<file path="src/rtl/muldiv_sequencer.sv">
// Iterative RV32M multiply/divide sequencer: shift-add multiply, restoring divide.
// Define MULDIV_EARLY_OUT_EN to short-circuit zero-operand multiplies and zero dividends.
module muldiv_sequencer #(
  parameter int XLEN = 32
) (
  input  logic            clk,
  input  logic            reset,
  input  logic            req_valid,
  output logic            req_ready,
  input  logic [2:0]      Funct3,
  input  logic [XLEN-1:0] operand_a,
  input  logic [XLEN-1:0] operand_b,
  input  logic            flush,
  output logic            stall,
  output logic            resp_valid,
  output logic [XLEN-1:0] result
);

  localparam int CW = $clog2(XLEN) + 1;

  typedef enum logic [1:0] {
    IDLE,
    RUN,
    DONE
  } state_t;

  state_t              state, state_nx;
  logic [CW-1:0]       cnt, cnt_nx;
  logic [2:0]          op, op_nx;
  logic [XLEN-1:0]     opnd, opnd_nx;
  logic [2*XLEN-1:0]   acc, acc_nx;
  logic [XLEN:0]       rem, rem_nx;
  logic                neg_q, neg_q_nx;
  logic                neg_r, neg_r_nx;
  logic [XLEN-1:0]     result_nx;

  logic                accept;
  logic                a_sgn, b_sgn;
  logic                a_neg, b_neg;
  logic [XLEN-1:0]     a_mag, b_mag;
  logic                is_div, div0, ovf;
  logic                sp_hit;
  logic [XLEN-1:0]     sp_val;

  logic [XLEN:0]       sum;
  logic [2*XLEN-1:0]   mul_step;
  logic [XLEN+1:0]     shl, diff;
  logic                ge;
  logic [XLEN:0]       rem_step;
  logic [XLEN-1:0]     quo_step;
  logic [2*XLEN-1:0]   prod;
  logic [XLEN-1:0]     quo, rmd, fin;

  assign req_ready  = (state == IDLE);
  assign accept     = req_valid & req_ready & ~flush;
  assign stall      = (state == RUN) | (state == DONE) | accept;
  assign resp_valid = (state == DONE) & ~flush;

  always_comb begin
    a_sgn = 1'b0;
    b_sgn = 1'b0;
    unique case (Funct3)
      3'b001,
      3'b100,
      3'b110: begin
        a_sgn = 1'b1;
        b_sgn = 1'b1;
      end
      3'b010: a_sgn = 1'b1;
      default: ;
    endcase
  end

  // -2^31 negates to itself, which is already the right unsigned magnitude
  assign a_neg = a_sgn & operand_a[XLEN-1];
  assign b_neg = b_sgn & operand_b[XLEN-1];
  assign a_mag = a_neg ? -operand_a : operand_a;
  assign b_mag = b_neg ? -operand_b : operand_b;

  assign is_div = Funct3[2];
  assign div0   = is_div & (operand_b == '0);
  assign ovf    = is_div & ~Funct3[0]
                & (operand_a == {1'b1, {(XLEN-1){1'b0}}})
                & (&operand_b);

  always_comb begin
    sp_hit = 1'b0;
    sp_val = '0;
    if (div0) begin
      sp_hit = 1'b1;
      sp_val = Funct3[1] ? operand_a : '1;
    end else if (ovf) begin
      sp_hit = 1'b1;
      sp_val = Funct3[1] ? '0 : operand_a;
    end
`ifdef MULDIV_EARLY_OUT_EN
    else if (~is_div & ((operand_a == '0) | (operand_b == '0))) begin
      sp_hit = 1'b1;
      sp_val = '0;
    end else if (is_div & (operand_a == '0)) begin
      sp_hit = 1'b1;
      sp_val = '0;
    end
`endif
  end

  // multiply: high half accumulates, low half shifts the multiplier out
  assign sum      = {1'b0, acc[2*XLEN-1:XLEN]}
                  + (acc[0] ? {1'b0, opnd} : '0);
  assign mul_step = {sum, acc[XLEN-1:1]};

  // divide: low half of acc shifts dividend in, quotient bits out
  assign shl      = {rem, acc[XLEN-1]};
  assign diff     = shl - {2'b00, opnd};
  assign ge       = ~diff[XLEN+1];
  assign rem_step = ge ? diff[XLEN:0] : shl[XLEN:0];
  assign quo_step = {acc[XLEN-2:0], ge};

  assign prod = neg_q ? -mul_step : mul_step;
  assign quo  = neg_q ? -quo_step : quo_step;
  assign rmd  = neg_r ? -rem_step[XLEN-1:0] : rem_step[XLEN-1:0];

  always_comb begin
    fin = '0;
    unique case (op)
      3'b000:        fin = prod[XLEN-1:0];
      3'b001,
      3'b010,
      3'b011:        fin = prod[2*XLEN-1:XLEN];
      3'b100,
      3'b101:        fin = quo;
      3'b110,
      3'b111:        fin = rmd;
      default:       fin = '0;
    endcase
  end

  always_comb begin
    state_nx  = state;
    cnt_nx    = cnt;
    op_nx     = op;
    opnd_nx   = opnd;
    acc_nx    = acc;
    rem_nx    = rem;
    neg_q_nx  = neg_q;
    neg_r_nx  = neg_r;
    result_nx = result;
    unique case (state)
      IDLE: begin
        if (accept) begin
          op_nx    = Funct3;
          cnt_nx   = '0;
          rem_nx   = '0;
          neg_q_nx = a_neg ^ b_neg;
          neg_r_nx = a_neg;
          if (is_div) begin
            opnd_nx = b_mag;
            acc_nx  = {{XLEN{1'b0}}, a_mag};
          end else begin
            opnd_nx = a_mag;
            acc_nx  = {{XLEN{1'b0}}, b_mag};
          end
          if (sp_hit) begin
            state_nx  = DONE;
            result_nx = sp_val;
          end else begin
            state_nx = RUN;
          end
        end
      end
      RUN: begin
        if (op[2]) begin
          acc_nx = {acc[2*XLEN-1:XLEN], quo_step};
          rem_nx = rem_step;
        end else begin
          acc_nx = mul_step;
        end
        cnt_nx = cnt + CW'(1);
        if (cnt == CW'(XLEN-1)) begin
          state_nx  = DONE;
          result_nx = fin;
        end
      end
      DONE: state_nx = IDLE;
      default: state_nx = IDLE;
    endcase
    if (flush) begin
      state_nx  = IDLE;
      result_nx = result;
    end
  end

  always_ff @(posedge clk) begin
    if (reset) begin
      state  <= IDLE;
      cnt    <= '0;
      op     <= '0;
      opnd   <= '0;
      acc    <= '0;
      rem    <= '0;
      neg_q  <= 1'b0;
      neg_r  <= 1'b0;
      result <= '0;
    end else begin
      state  <= state_nx;
      cnt    <= cnt_nx;
      op     <= op_nx;
      opnd   <= opnd_nx;
      acc    <= acc_nx;
      rem    <= rem_nx;
      neg_q  <= neg_q_nx;
      neg_r  <= neg_r_nx;
      result <= result_nx;
    end
  end

endmodule

</file>
<file path="config.mk">
export PLATFORM = sky130hd
export DESIGN_NAME = muldiv_sequencer
export DESIGN_NICKNAME = d
export VERILOG_FILES = /design/src/rtl/muldiv_sequencer.sv
export SDC_FILE = /design/constraint.sdc
export NUM_CORES = 1
export LEC_CHECK = 0
export CAP_MARGIN = 20
export CORE_ASPECT_RATIO = 0.7
export CORE_MARGIN = 4
export CORE_UTILIZATION = 45
export CTS_CLUSTER_SIZE = 30
export DETAILED_ROUTE_END_ITERATION = 16
export DONT_BUFFER_PORTS = 1
export PLACE_DENSITY = 0.58
export RECOVER_POWER = 25
export SLEW_MARGIN = 20
export SYNTH_ARGS = -nofsm -noshare
export SYNTH_HDL_FRONTEND = slang
export SYNTH_SLANG_ARGS = --single-unit
</file>
<file path="constraint.sdc">
create_clock -name clk -period 13.02 [get_ports clk]
set_input_delay 3.255 -clock clk [delete_from_list [all_inputs] [get_ports clk]]
set_output_delay 3.255 -clock clk [all_outputs]
set_load 0.02 [all_outputs]
</file>
# Word level (Yosys, flattened, before mapping)
# Index checks and enable logic that the tools add are counted.
# word_totals
regBits	174
latchBits	0
ram_bits	0
romBits	0
wordCells	104
n_memories	0
# op_classes
n_addsub	8
n_mul	0
div	0
magnitude_cmp	0
eq_ne	20
shift	0
n_mux	34
bitwise_logic	15
n_reduce_logical	17
# op_table
operator	n
two-way mux 32 bit	14
two-way mux 64 bit	3
negation 32 bit	4
one-hot mux 32 bit (4 select lines)	1
one-hot mux 64 bit (2 select lines)	1
two-way mux 33 bit	3
one-hot mux 33 bit (2 select lines)	1
negation 64 bit	1
one-hot mux 32 bit (2 select lines)	1
subtractor 34 x 32 -> 34 bit	1
adder 32 x 32 -> 33 bit	1
== test 32 bit (second input constant)	1
zero test 32 bit	1
AND reduction 32 bit	1
== test 3 bit (second input constant)	6
one-hot mux 6 bit (2 select lines)	1
AND 1 bit	9
== test 3 x 2 -> 1 bit (second input constant)	3
adder 6 x 1 -> 6 bit (second input constant)	1
== test 3 x 1 -> 1 bit (second input constant)	2
== test 6 x 5 -> 1 bit (second input constant)	1
two-way mux 2 bit	3
two-way mux 6 bit	1
!= test 2 x 1 -> 1 bit (second input constant)	3
17 further kinds	30

# Longest topological paths before layout
# Gate-level depths: netlist (run 1).
# depth
ltp_word	9
depth_mapped	26
ltp_nobuf	21

# Worst setup path before layout (run 1)
# No wires, ideal clock.
# synth_path
path_type	input -> output
start	in flush
end	out stall
t_arrival_ps	4115
setup_slack_ps	5650
path_stages	4
n_path_buf	2
cell_sequence	nand3b_1 > clkbuf_1 > clkbuf_1 > nand2b_1
# synth_via
elab_chain_cells	3
# synth_rtl
element	line_no	text
start, declared	13	input logic flush,
inverter 1 bit (no source line)	--	
AND 1 bit	55	assign accept = req_valid & req_ready & ~flush;
bitwise OR 1 bit	56	assign stall = (state == RUN) | (state == DONE) | accept;
end, declared	14	output logic stall,
# No other way between the ends.

# Worst setup path in the final report (run 1)
# layout_path
start	in flush
end	reg cnt[5]
# layout_via
elab_chain_cells	4
# layout_rtl
element	line_no	text
inverter 1 bit (no source line)	--	
AND 1 bit	55	
!= test 2 x 1 -> 1 bit (no source line)	--	
AND reduction 2 bit (no source line)	--	
end signal, assigned	206	cnt <= cnt_nx;
end, declared	28	logic [CW-1:0] cnt, cnt_nx;
# No other way between the ends.
# A chain may end at the register's enable or synchronous reset.

==> results of run 1 <==
==> worst min-delay path by stage <==
stage / endpoint / cells after the start / slack [ns] / from
floorplan: opnd[10]$_SDFFE_PP0P_ / 2 / 0.43 / opnd[10]$_SDFFE_PP0P_
global placement: opnd[9]$_SDFFE_PP0P_ / 2 / 0.44 / opnd[9]$_SDFFE_PP0P_
detailed placement: opnd[8]$_SDFFE_PP0P_ / 2 / 0.44 / opnd[8]$_SDFFE_PP0P_
CTS: opnd[8]$_SDFFE_PP0P_ / 2 / 0.45 / opnd[8]$_SDFFE_PP0P_
global route: opnd[8]$_SDFFE_PP0P_ / 2 / 0.47 / opnd[8]$_SDFFE_PP0P_
finish: opnd[5]$_SDFFE_PP0P_ / 2 / 0.45 / opnd[5]$_SDFFE_PP0P_
==> metrics by stage <==
stage                     util [%]  instance area (µm²)  std cells  hold slack, ns  power, mW
after floorplan                  -                17700       2545           0.432      0.939
after global placement        46.4                17900       2919           0.439       1.10
after detailed placement      46.4                17900       2919           0.440       1.10
after CTS                     48.1                18600       2951           0.450       1.68
after global routing          48.1                18500       2951           0.473       1.76
final                         48.1                18500       2952           0.453       1.70
==> power breakdown <==
| part | internal, mW | switching [mW] |
|---|---|---|
| sequential | 0.549 | 0.0335 |
| clock | 0.316 | 0.275 |
| combinational | 0.170 | 0.361 |
| total | 1.03 | 0.669 |
==> routing by layer <==
metal | global-route usage [%] | up-vias | wire, µm
met5 | 0 | - | 21
met4 | 8.15 | 4 | 2010
met3 | 11.0 | 112 | 10500
met2 | 49.8 | 1086 | 31700
met1 | 55.7 | 9537 | 36300
li1 | - | 8968 | -
==> state kept, by name, indices dropped and copies added (netlist names) <==
register and count:
acc 64, cnt 6, neg_q 1, neg_r 1
op 3, opnd 32, rem 33, result 32
state 2
==> area by class of cell <==
| cell class | count | share of cell area [%] |
|---|---|---|
| antenna | 1 | 0.0135 |
| tap | 527 | 3.56 |
| timing repair buffer | 32 | 1.23 |
| sequential | 174 | 18.8 |
| multi-input combinational | 2111 | 71.5 |
| clock buffer | 18 | 2.37 |
| inverter | 75 | 1.52 |
| clock inverter | 14 | 1.05 |
==> worst max-delay path: stages <==
cell	delay (ns)
sky130_fd_sc_hd__nand3b_1	0.11
sky130_fd_sc_hd__clkbuf_1	2.12
sky130_fd_sc_hd__o21a_1	0.33
sky130_fd_sc_hd__clkbuf_1	1.36
sky130_fd_sc_hd__nor3_1	0.21
sky130_fd_sc_hd__xnor2_1	0.21
sky130_fd_sc_hd__a211oi_1	0.21
==> placed cells by master (no fill, tap or decap), types with 12 or more instances in the layout <==
cell type	count
sky130_fd_sc_hd__o31ai_1	43
sky130_fd_sc_hd__a21oi_1	189
sky130_fd_sc_hd__a311oi_1	37
sky130_fd_sc_hd__or4_1	14
sky130_fd_sc_hd__o211ai_1	39
sky130_fd_sc_hd__nor4_1	22
sky130_fd_sc_hd__a21o_1	25
sky130_fd_sc_hd__nor2_1	347
sky130_fd_sc_hd__buf_4	29
sky130_fd_sc_hd__nor3_1	76
sky130_fd_sc_hd__dfxtp_1	172
sky130_fd_sc_hd__nand2b_1	13
sky130_fd_sc_hd__mux2_2	15
sky130_fd_sc_hd__a211oi_1	54
sky130_fd_sc_hd__xor2_1	82
sky130_fd_sc_hd__o221ai_1	12
sky130_fd_sc_hd__a22oi_1	59
sky130_fd_sc_hd__nand4_1	30
sky130_fd_sc_hd__xnor2_1	127
sky130_fd_sc_hd__o41ai_1	15
sky130_fd_sc_hd__inv_1	72
sky130_fd_sc_hd__mux2i_1	52
sky130_fd_sc_hd__nand2_1	264
sky130_fd_sc_hd__nand3_1	50
sky130_fd_sc_hd__ha_1	73
sky130_fd_sc_hd__or2_2	32
sky130_fd_sc_hd__and2_1	30
sky130_fd_sc_hd__clkbuf_16	17
sky130_fd_sc_hd__and3_1	17
sky130_fd_sc_hd__or3_1	35
sky130_fd_sc_hd__a31oi_1	16
sky130_fd_sc_hd__o21ai_0	161
==> kinds of logic after synthesis <==
logic type	count (synthesis)	synth area share [%]
xor+xnor	210	10.4
buf+inv	260	5.63
fa+ha+maj	76	5.46
flops	174	19.7
compound gates	775	28.8
mux	68	3.96
simple gates	982	26.1
==> impl_summary.md, run 1 <==
Final layout
In the final layout, flip-flops and latches occupy around 3500 µm². The number of nets in the final layout is roughly 2600. The growth of design area from synthesis to finish is 4.88%. The multi-input combinational cells in the finished layout cover a total of 13300 µm². The post-route netlist has about 5.9% of its cells at a drive strength greater than 1.

The number of filler instances in the final layout is ~4000.

Worst hold path
The type of the tightest min-delay check is reg2reg.

STA
Setup repair after global routing left no endpoint under its margin. Adding up every negative setup slack in the final design gives 0 ns. Across the routed clock network, the largest skew measured is 0.0126 ns. Setup slack closes at approximately 5.6 ns. The total count of hold-check failures in the final report is 0. The number of pins with negative max-slew slack in the final report was around 120.

The timing-limited maximum frequency is between 100 and 150 MHz. The relative slew slack is -98.6%. The clock period minus worst slack is ~7.5 ns. Setup violations remaining at the end of the flow were counted as 0. The ratio of final minimum period to clock period is 57.3%. For the pin with the worst max-slew slack, the measured transition is between 2 and 3 ns.

Setup path
The register-to-register setup slack is 6.49 ns. The startpoint type of the worst setup path is an input port. The endpoint of the worst-slack reg-to-reg timing path is result[16]$_SDFFE_PP0P_. The worst endpoint required time is around 13 ns.

The largest driver fanout on the critical path is 46. The endpoint of the worst setup timing path is cnt[5]$_SDFFE_PP0P_. At the worst endpoint, the arrival time is about 7.8 ns.

The startpoint identified for the worst register-to-register timing path is opnd[8]$_SDFFE_PP0P_. The nature of the critical path endpoint is a register. Measured in cells, the most critical reg-to-reg path has a length of 22. The beginning of the critical path is flush.

The category of the critical setup timing path is in2reg.

Die
The floorplan has 60 rows. From bottom edge to top edge, the die measures 174 µm. The total die area is about 43000 µm². The core area is between 30000 and 40000 µm².

The effective utilization at floorplan is 45.8%. The horizontal extent of the die is about 240 µm. During I/O placement, the number of pins put on the boundary was approximately 110.

Detailed routing
After detailed routing, the total wire length is between 80000 and 90000 µm. The via-per-instance ratio is 6.68. After the first detailed-routing iteration, the DRC count stood at roughly 2700. After detailed routing, the number of remaining DRC violations is 0.

The number of nets still failing antenna checks after routing is 0. The routed layout has slightly below 20000 vias. The first detailed-routing pass took 6 iterations. The routed wirelength normalized by instance count is approximately 27 µm.

Placed design
The pre-CTS setup slack is 5.70 ns. At the end of routability-driven placement, the weighted congestion stood at 1.04. Buffers placed on the I/O ports in this run total 0. The HPWL after detailed placement is roughly 62000 µm.

Global routing
The pin count of the biggest net entering global routing is 175. The number of global-route vias before repair is ~17000. The first global-routing pass estimated roughly 120000 µm of wire. The all-layer global routing usage is between 30% and 40%. After global routing the overflow that remains totals 0.

The initial antenna violation count is 4.

Yosys
The async set or reset register ratio after synthesis is 0%. The number of enable-type register cells in the synthesized netlist is 0. The cell count after synthesis is 2545. The synthesized cell area is 17700 µm². The area share of the largest cell type after synthesis is approximately a fifth. The total nets after synthesis is approximately 2700.

In this run, synthesis produced a sequential element count of 174. By area the synthesized netlist is led by sky130_fd_sc_hd__dfxtp_1 20%, sky130_fd_sc_hd__nor2_1 7.4%, sky130_fd_sc_hd__xnor2_1 6.3%, sky130_fd_sc_hd__nand2_1 5.6%, sky130_fd_sc_hd__a21oi_1 5.4%. The largest area contributor in the netlist is sky130_fd_sc_hd__dfxtp_1.

The most frequently used flop master after synthesis is sky130_fd_sc_hd__dfxtp_1. The number of different library cells in the post-synthesis netlist is 90. During synthesis, Yosys emitted a total of 0 warnings. In the synthesized netlist, the cells that appear most often are 349 x sky130_fd_sc_hd__nor2_1, 264 x sky130_fd_sc_hd__nand2_1, 190 x sky130_fd_sc_hd__a21oi_1. The share of the yosys chip area belonging to registers is around a fifth.

The most common cell in the synthesized netlist is sky130_fd_sc_hd__nor2_1. The post-synthesis area per instance is about 7 µm².

Clock network
The clock latency reported for the late side of the worst-skew pair is about 0.48 ns. Clock-pin slew was measured on the worst setup and hold paths at 0.08 ns. After clock tree synthesis, the repair step resized 0 gates. The number of clock buffers added by TritonCTS is 17. The H-tree was split into 4 levels. The library cell used as clock root buffer is sky130_fd_sc_hd__clkbuf_16. The CTS sink count is around 170.

The number of setup buffers added after CTS is 0. The CTS tree is built. The maximum clock path buffer count is 2. The count of hold-fix buffers inserted at cts is 0.

Power and ir drop
In this run the power density over the cells is between 90 and 100 nW/µm². The leakage power is around 6.9 nW. Across the VDD grid, the largest voltage drop is about 0.11 mV.

Flow run
Across the run, the number of max-cap violations was 3.

Status
The flow ran to the end, but the final reports show violations. The checks that failed: capacitance limit, slew limit.
Power figures use the tool's default switching activity.
==> inputs of run 2 (changes only) <==
==> constraint.sdc (replaced) <==
create_clock -name clk -period 7.1 [get_ports clk]
set_input_delay 1.775 -clock clk [delete_from_list [all_inputs] [get_ports clk]]
set_output_delay 1.775 -clock clk [all_outputs]
set_load 0.02 [all_outputs]
==> run 2 against run 1 <==
Compared with the run above: the run still ends with capacitance limit, slew limit left; critical path depth fell by 4; non-clock buffer count is 2 higher; clock power increased by 68%; combinational power grew 81%; first-iteration DRC count is 5.7% higher; sequential power up 85%; flip-flop and latch count did not move; total power up 78%; cell count hardly changed; register-to-register slack got worse by 5.4 ns; largest cell class unchanged.
==> impl_summary.md, run 2 (synthesized netlist as in run 1, its figures left out) <==
STA
The worst setup skew after layout is 0.0174 ns (was 0.0126 ns). The number of setup violations in the final report is 0 (unchanged). The number of pins with negative max-slew slack in the final report is 124 (was 115). The setup total negative slack is 0 ns (unchanged). The transition at the pin with the smallest max-transition slack came to 2.80 ns (was 2.98 ns).

RSZ-0062 raised after global routing: no (unchanged). The relative slew slack came to -86.6% (was -98.6%). The clock period minus worst slack is 6.24 ns. The timing-limited maximum frequency is 160 MHz. The final worst-path setup slack was 0.859 ns (was 5.57 ns). The worst path uses between 80% and 90% of the clock period. The total count of hold-check failures in the final report is 0 (unchanged).

Setup path
The beginning of the critical path was flush (unchanged). The category of the critical setup timing path is in2out (was in2reg). The critical register-to-register path startpoint was opnd[6]$_SDFFE_PP0P_ (was opnd[8]$_SDFFE_PP0P_). The endpoint of the worst setup timing path is stall (was cnt[5]$_SDFFE_PP0P_). The sum of buffers and inverters on the critical path was 1 (was 2). The endpoint of the worst-slack reg-to-reg timing path is result[16]$_SDFFE_PP0P_ (unchanged).

The nature of the critical path endpoint is a primary output (was register). The register-to-register setup slack came to 1.05 ns (was 6.49 ns). The total number of cells along the worst setup path is 3 (was 7). The worst-case reg-to-reg path depth was 20 (was 22). Cell Chain, Critical Path: nand3b_1 > clkbuf_1 > nand2b_1 (was nand3b_1 > clkbuf_1 > o21a_1 > clkbuf_1 > nor3_1 > xnor2_1 > a211oi_1). The arrival time at the worst endpoint is 4.47 ns (was 7.84 ns). The peak per-stage delay on the critical path is 1.98 ns (was 2.12 ns). The worst endpoint required time came to 5.33 ns (was 13.40 ns). The worst-path cell with the longest stage delay is sky130_fd_sc_hd__clkbuf_1 (unchanged). The top cell family by delay on the critical path is buffers and inverters (unchanged). The startpoint type of the worst setup path is an input port (unchanged). The largest driver fanout on the critical path is 46 (unchanged).

Final layout
The register bank with the most flops is acc (unchanged). The number of flip-flops under the largest register name is 64 (unchanged). The growth of design area from synthesis to finish was 4.60% (was 4.88%). The commonest non-fill, non-tap cell in the layout was sky130_fd_sc_hd__nor2_1 (unchanged). Leading registers by flop count: acc: 64 flops, rem: 33 flops (unchanged). The final standard cell count with taps included and fillers excluded is 2954 (was 2952).

Leading cell types in the layout, fill and taps excluded: 348 x sky130_fd_sc_hd__nor2_1, 264 x sky130_fd_sc_hd__nand2_1, 189 x sky130_fd_sc_hd__a21oi_1, 172 x sky130_fd_sc_hd__dfxtp_1, 162 x sky130_fd_sc_hd__o21ai_0 (was 347 x sky130_fd_sc_hd__nor2_1, 264 x sky130_fd_sc_hd__nand2_1, 189 x sky130_fd_sc_hd__a21oi_1, 172 x sky130_fd_sc_hd__dfxtp_1, 161 x sky130_fd_sc_hd__o21ai_0). The number of nets in the final layout is 2560 (was 2558). The fraction of layout instances using a drive strength above 1 is 5.77% (was 5.86%).

Placed design
The pre-CTS setup slack was 1.30 ns (was 5.70 ns). The number of placed instances, taps included is 2921 (was 2919). The post-DP HPWL was 62500 µm (was 62000 µm).

The placer congestion estimate came to 1.04 (about the same). The count of input and output buffers was 0 (unchanged).

Status
Status: complete, but fails checks (unchanged). Violated checks: capacitance limit, slew limit (unchanged).

Detailed routing
The number of nets still failing antenna checks after routing was 0 (unchanged). The highest metal layer with signal wires was met4 (was met5). The routed wirelength normalized by instance count is 27.4 µm (was 27.3 µm). The via-per-instance ratio was 6.71 (was 6.68). The routed via count is 19800 (was 19700). The met3 wire length is 11100 µm (was 10500 µm). The post-route met1 wirelength is 36800 µm (was 36300 µm). The wire length on met2 is 30400 µm (was 31700 µm).

The number of DRC markers after the initial detailed-route iteration was 2890 (was 2733). The DRC violation count after routing was 0 (unchanged). The detailed-routing iteration count for the pre-antenna-repair pass was 6 (unchanged).

The final wirelength is 80900 µm (was 80600 µm).

Flow run
The max capacitance violation total is 3 (unchanged).

Power and ir drop
The portion of total power attributed to combinational logic was 31.6% (was 31.2%). The net switching fraction of the power is 41.0% (was 39.3%). The internal portion of total power was 1.79 mW (was 1.03 mW).

The sequential fraction of design power was 35.6% (was 34.2%). The worst vdd rail ir drop is 0.187 mV (was 0.107 mV). The power dissipated by switching net loads came to 1.24 mW (was 0.669 mW). The leakage power is 6.85 nW (was 6.88 nW). The ratio of total power to cell area is 164 nW/µm² (was 91.9 nW/µm²).

The portion of total power attributed to the clock network is 32.8% (was 34.6%).

Die
The effective utilization at floorplan is 45.8% (unchanged). The placement row count is 60 (unchanged). The total die area is 42600 µm² (unchanged). The number of top-level design ports is 106 (unchanged). The die height was 174 µm (unchanged). The core area is 38600 µm² (unchanged).

The horizontal extent of the die is 245 µm (unchanged).

Clock network
The count of cells resized by post-cts repair is 0 (unchanged). The clock latency reported for the late side of the worst-skew pair was 0.47 ns (was 0.48 ns). The count of hold-fix buffers inserted at cts is 0 (unchanged).

The library cell used as clock root buffer is sky130_fd_sc_hd__clkbuf_16 (unchanged). The clock-pin slew of the registers on the worst-case setup and hold paths came to 0.08 ns (about the same). The CTS sink count was 174 (unchanged). The count of H-tree levels built during CTS is 4 (unchanged).

The post-CTS setup buffer count was 0 (unchanged). The number of buffers created by CTS is 17 (unchanged). The maximum clock path buffer count came to 2 (unchanged).

The CTS tree is built (unchanged).

Global routing
The all-layer global routing usage was 36.4% (was 36.5%). The pin count of the biggest net entering global routing is 175 (unchanged). The initial antenna violation count was 1 (was 4). The number of global-route vias before repair is 17200 (was 17400). The wire length of the first global-routing pass is 117000 µm (was 118000 µm). The remaining global-route overflow is 0 (unchanged).

Worst hold path
The type of the tightest min-delay check is reg2reg (unchanged).
==> run 2: cell type report <==
cell class	count	area (µm²)
Clock inverter	14	146
Sequential cell	174	3490
Inverter	75	282
Timing Repair Buffer	34	244
Tap cell	527	659
Multi-Input combinational cell	2111	13200
Clock buffer	18	429
Antenna cell	1	2.50
Fill cell	3975	20100
==> run 2: through the flow <==
step | utilization, % | hold slack, ns | total power [mW] | cell area, µm²
detailed placement | 46.5 | 0.439 | 2.01 | 17900
finish | 47.9 | 0.455 | 3.03 | 18500
floorplan | - | 0.432 | 1.72 | 17700
CTS | 48.0 | 0.451 | 2.99 | 18500
global placement | 46.5 | 0.435 | 2.01 | 17900
global route | 47.9 | 0.465 | 3.14 | 18500
==> run 2: worst min path at each step <==
stage                           from  slack (ns)  depth (start not counted)                     to
3_5_place_dp   opnd[15]$_SDFFE_PP0P_        0.44                          2  opnd[15]$_SDFFE_PP0P_
4_1_cts        opnd[15]$_SDFFE_PP0P_        0.45                          2  opnd[15]$_SDFFE_PP0P_
6_report       opnd[15]$_SDFFE_PP0P_        0.45                          2  opnd[15]$_SDFFE_PP0P_
2_1_floorplan  opnd[10]$_SDFFE_PP0P_        0.43                          2  opnd[10]$_SDFFE_PP0P_
5_1_grt        opnd[27]$_SDFFE_PP0P_        0.47                          2  opnd[27]$_SDFFE_PP0P_
3_3_place_gp   opnd[23]$_SDFFE_PP0P_        0.44                          2  opnd[23]$_SDFFE_PP0P_
==> run 2: per-layer routing <==
layer / vias to the layer above / GRT usage (%)
met1: 9527 / 55.6
met3: 100 / 12.2
met2: 1232 / 47.2
met4: 0 / 11.0
met5: - / 0
li1: 8964 / -
==> run 2: worst register-to-register path, delay by kind of cell (launching register included) <==
| kind | cells | cell delay [ns] |
|---|---|---|
| fa+ha+maj | 2 | 0.78 |
| buf+inv | 2 | 0.50 |
| flops | 1 | 0.31 |
| mux | 1 | 0.25 |
| simple gates | 5 | 1.58 |
| xor+xnor | 2 | 0.48 |
| compound gates | 8 | 2.10 |
==> run 2: power groups by stage <==
stage | clock [mW] | sequential [mW] | combinational (mW)
2_1_floorplan | 0 | 1.05 | 0.675
3_3_place_gp | 0 | 1.10 | 0.913
3_5_place_dp | 0 | 1.10 | 0.908
4_1_cts | 1.00 | 1.08 | 0.915
5_1_grt | 1.04 | 1.08 | 1.02
6_report | 0.994 | 1.08 | 0.959
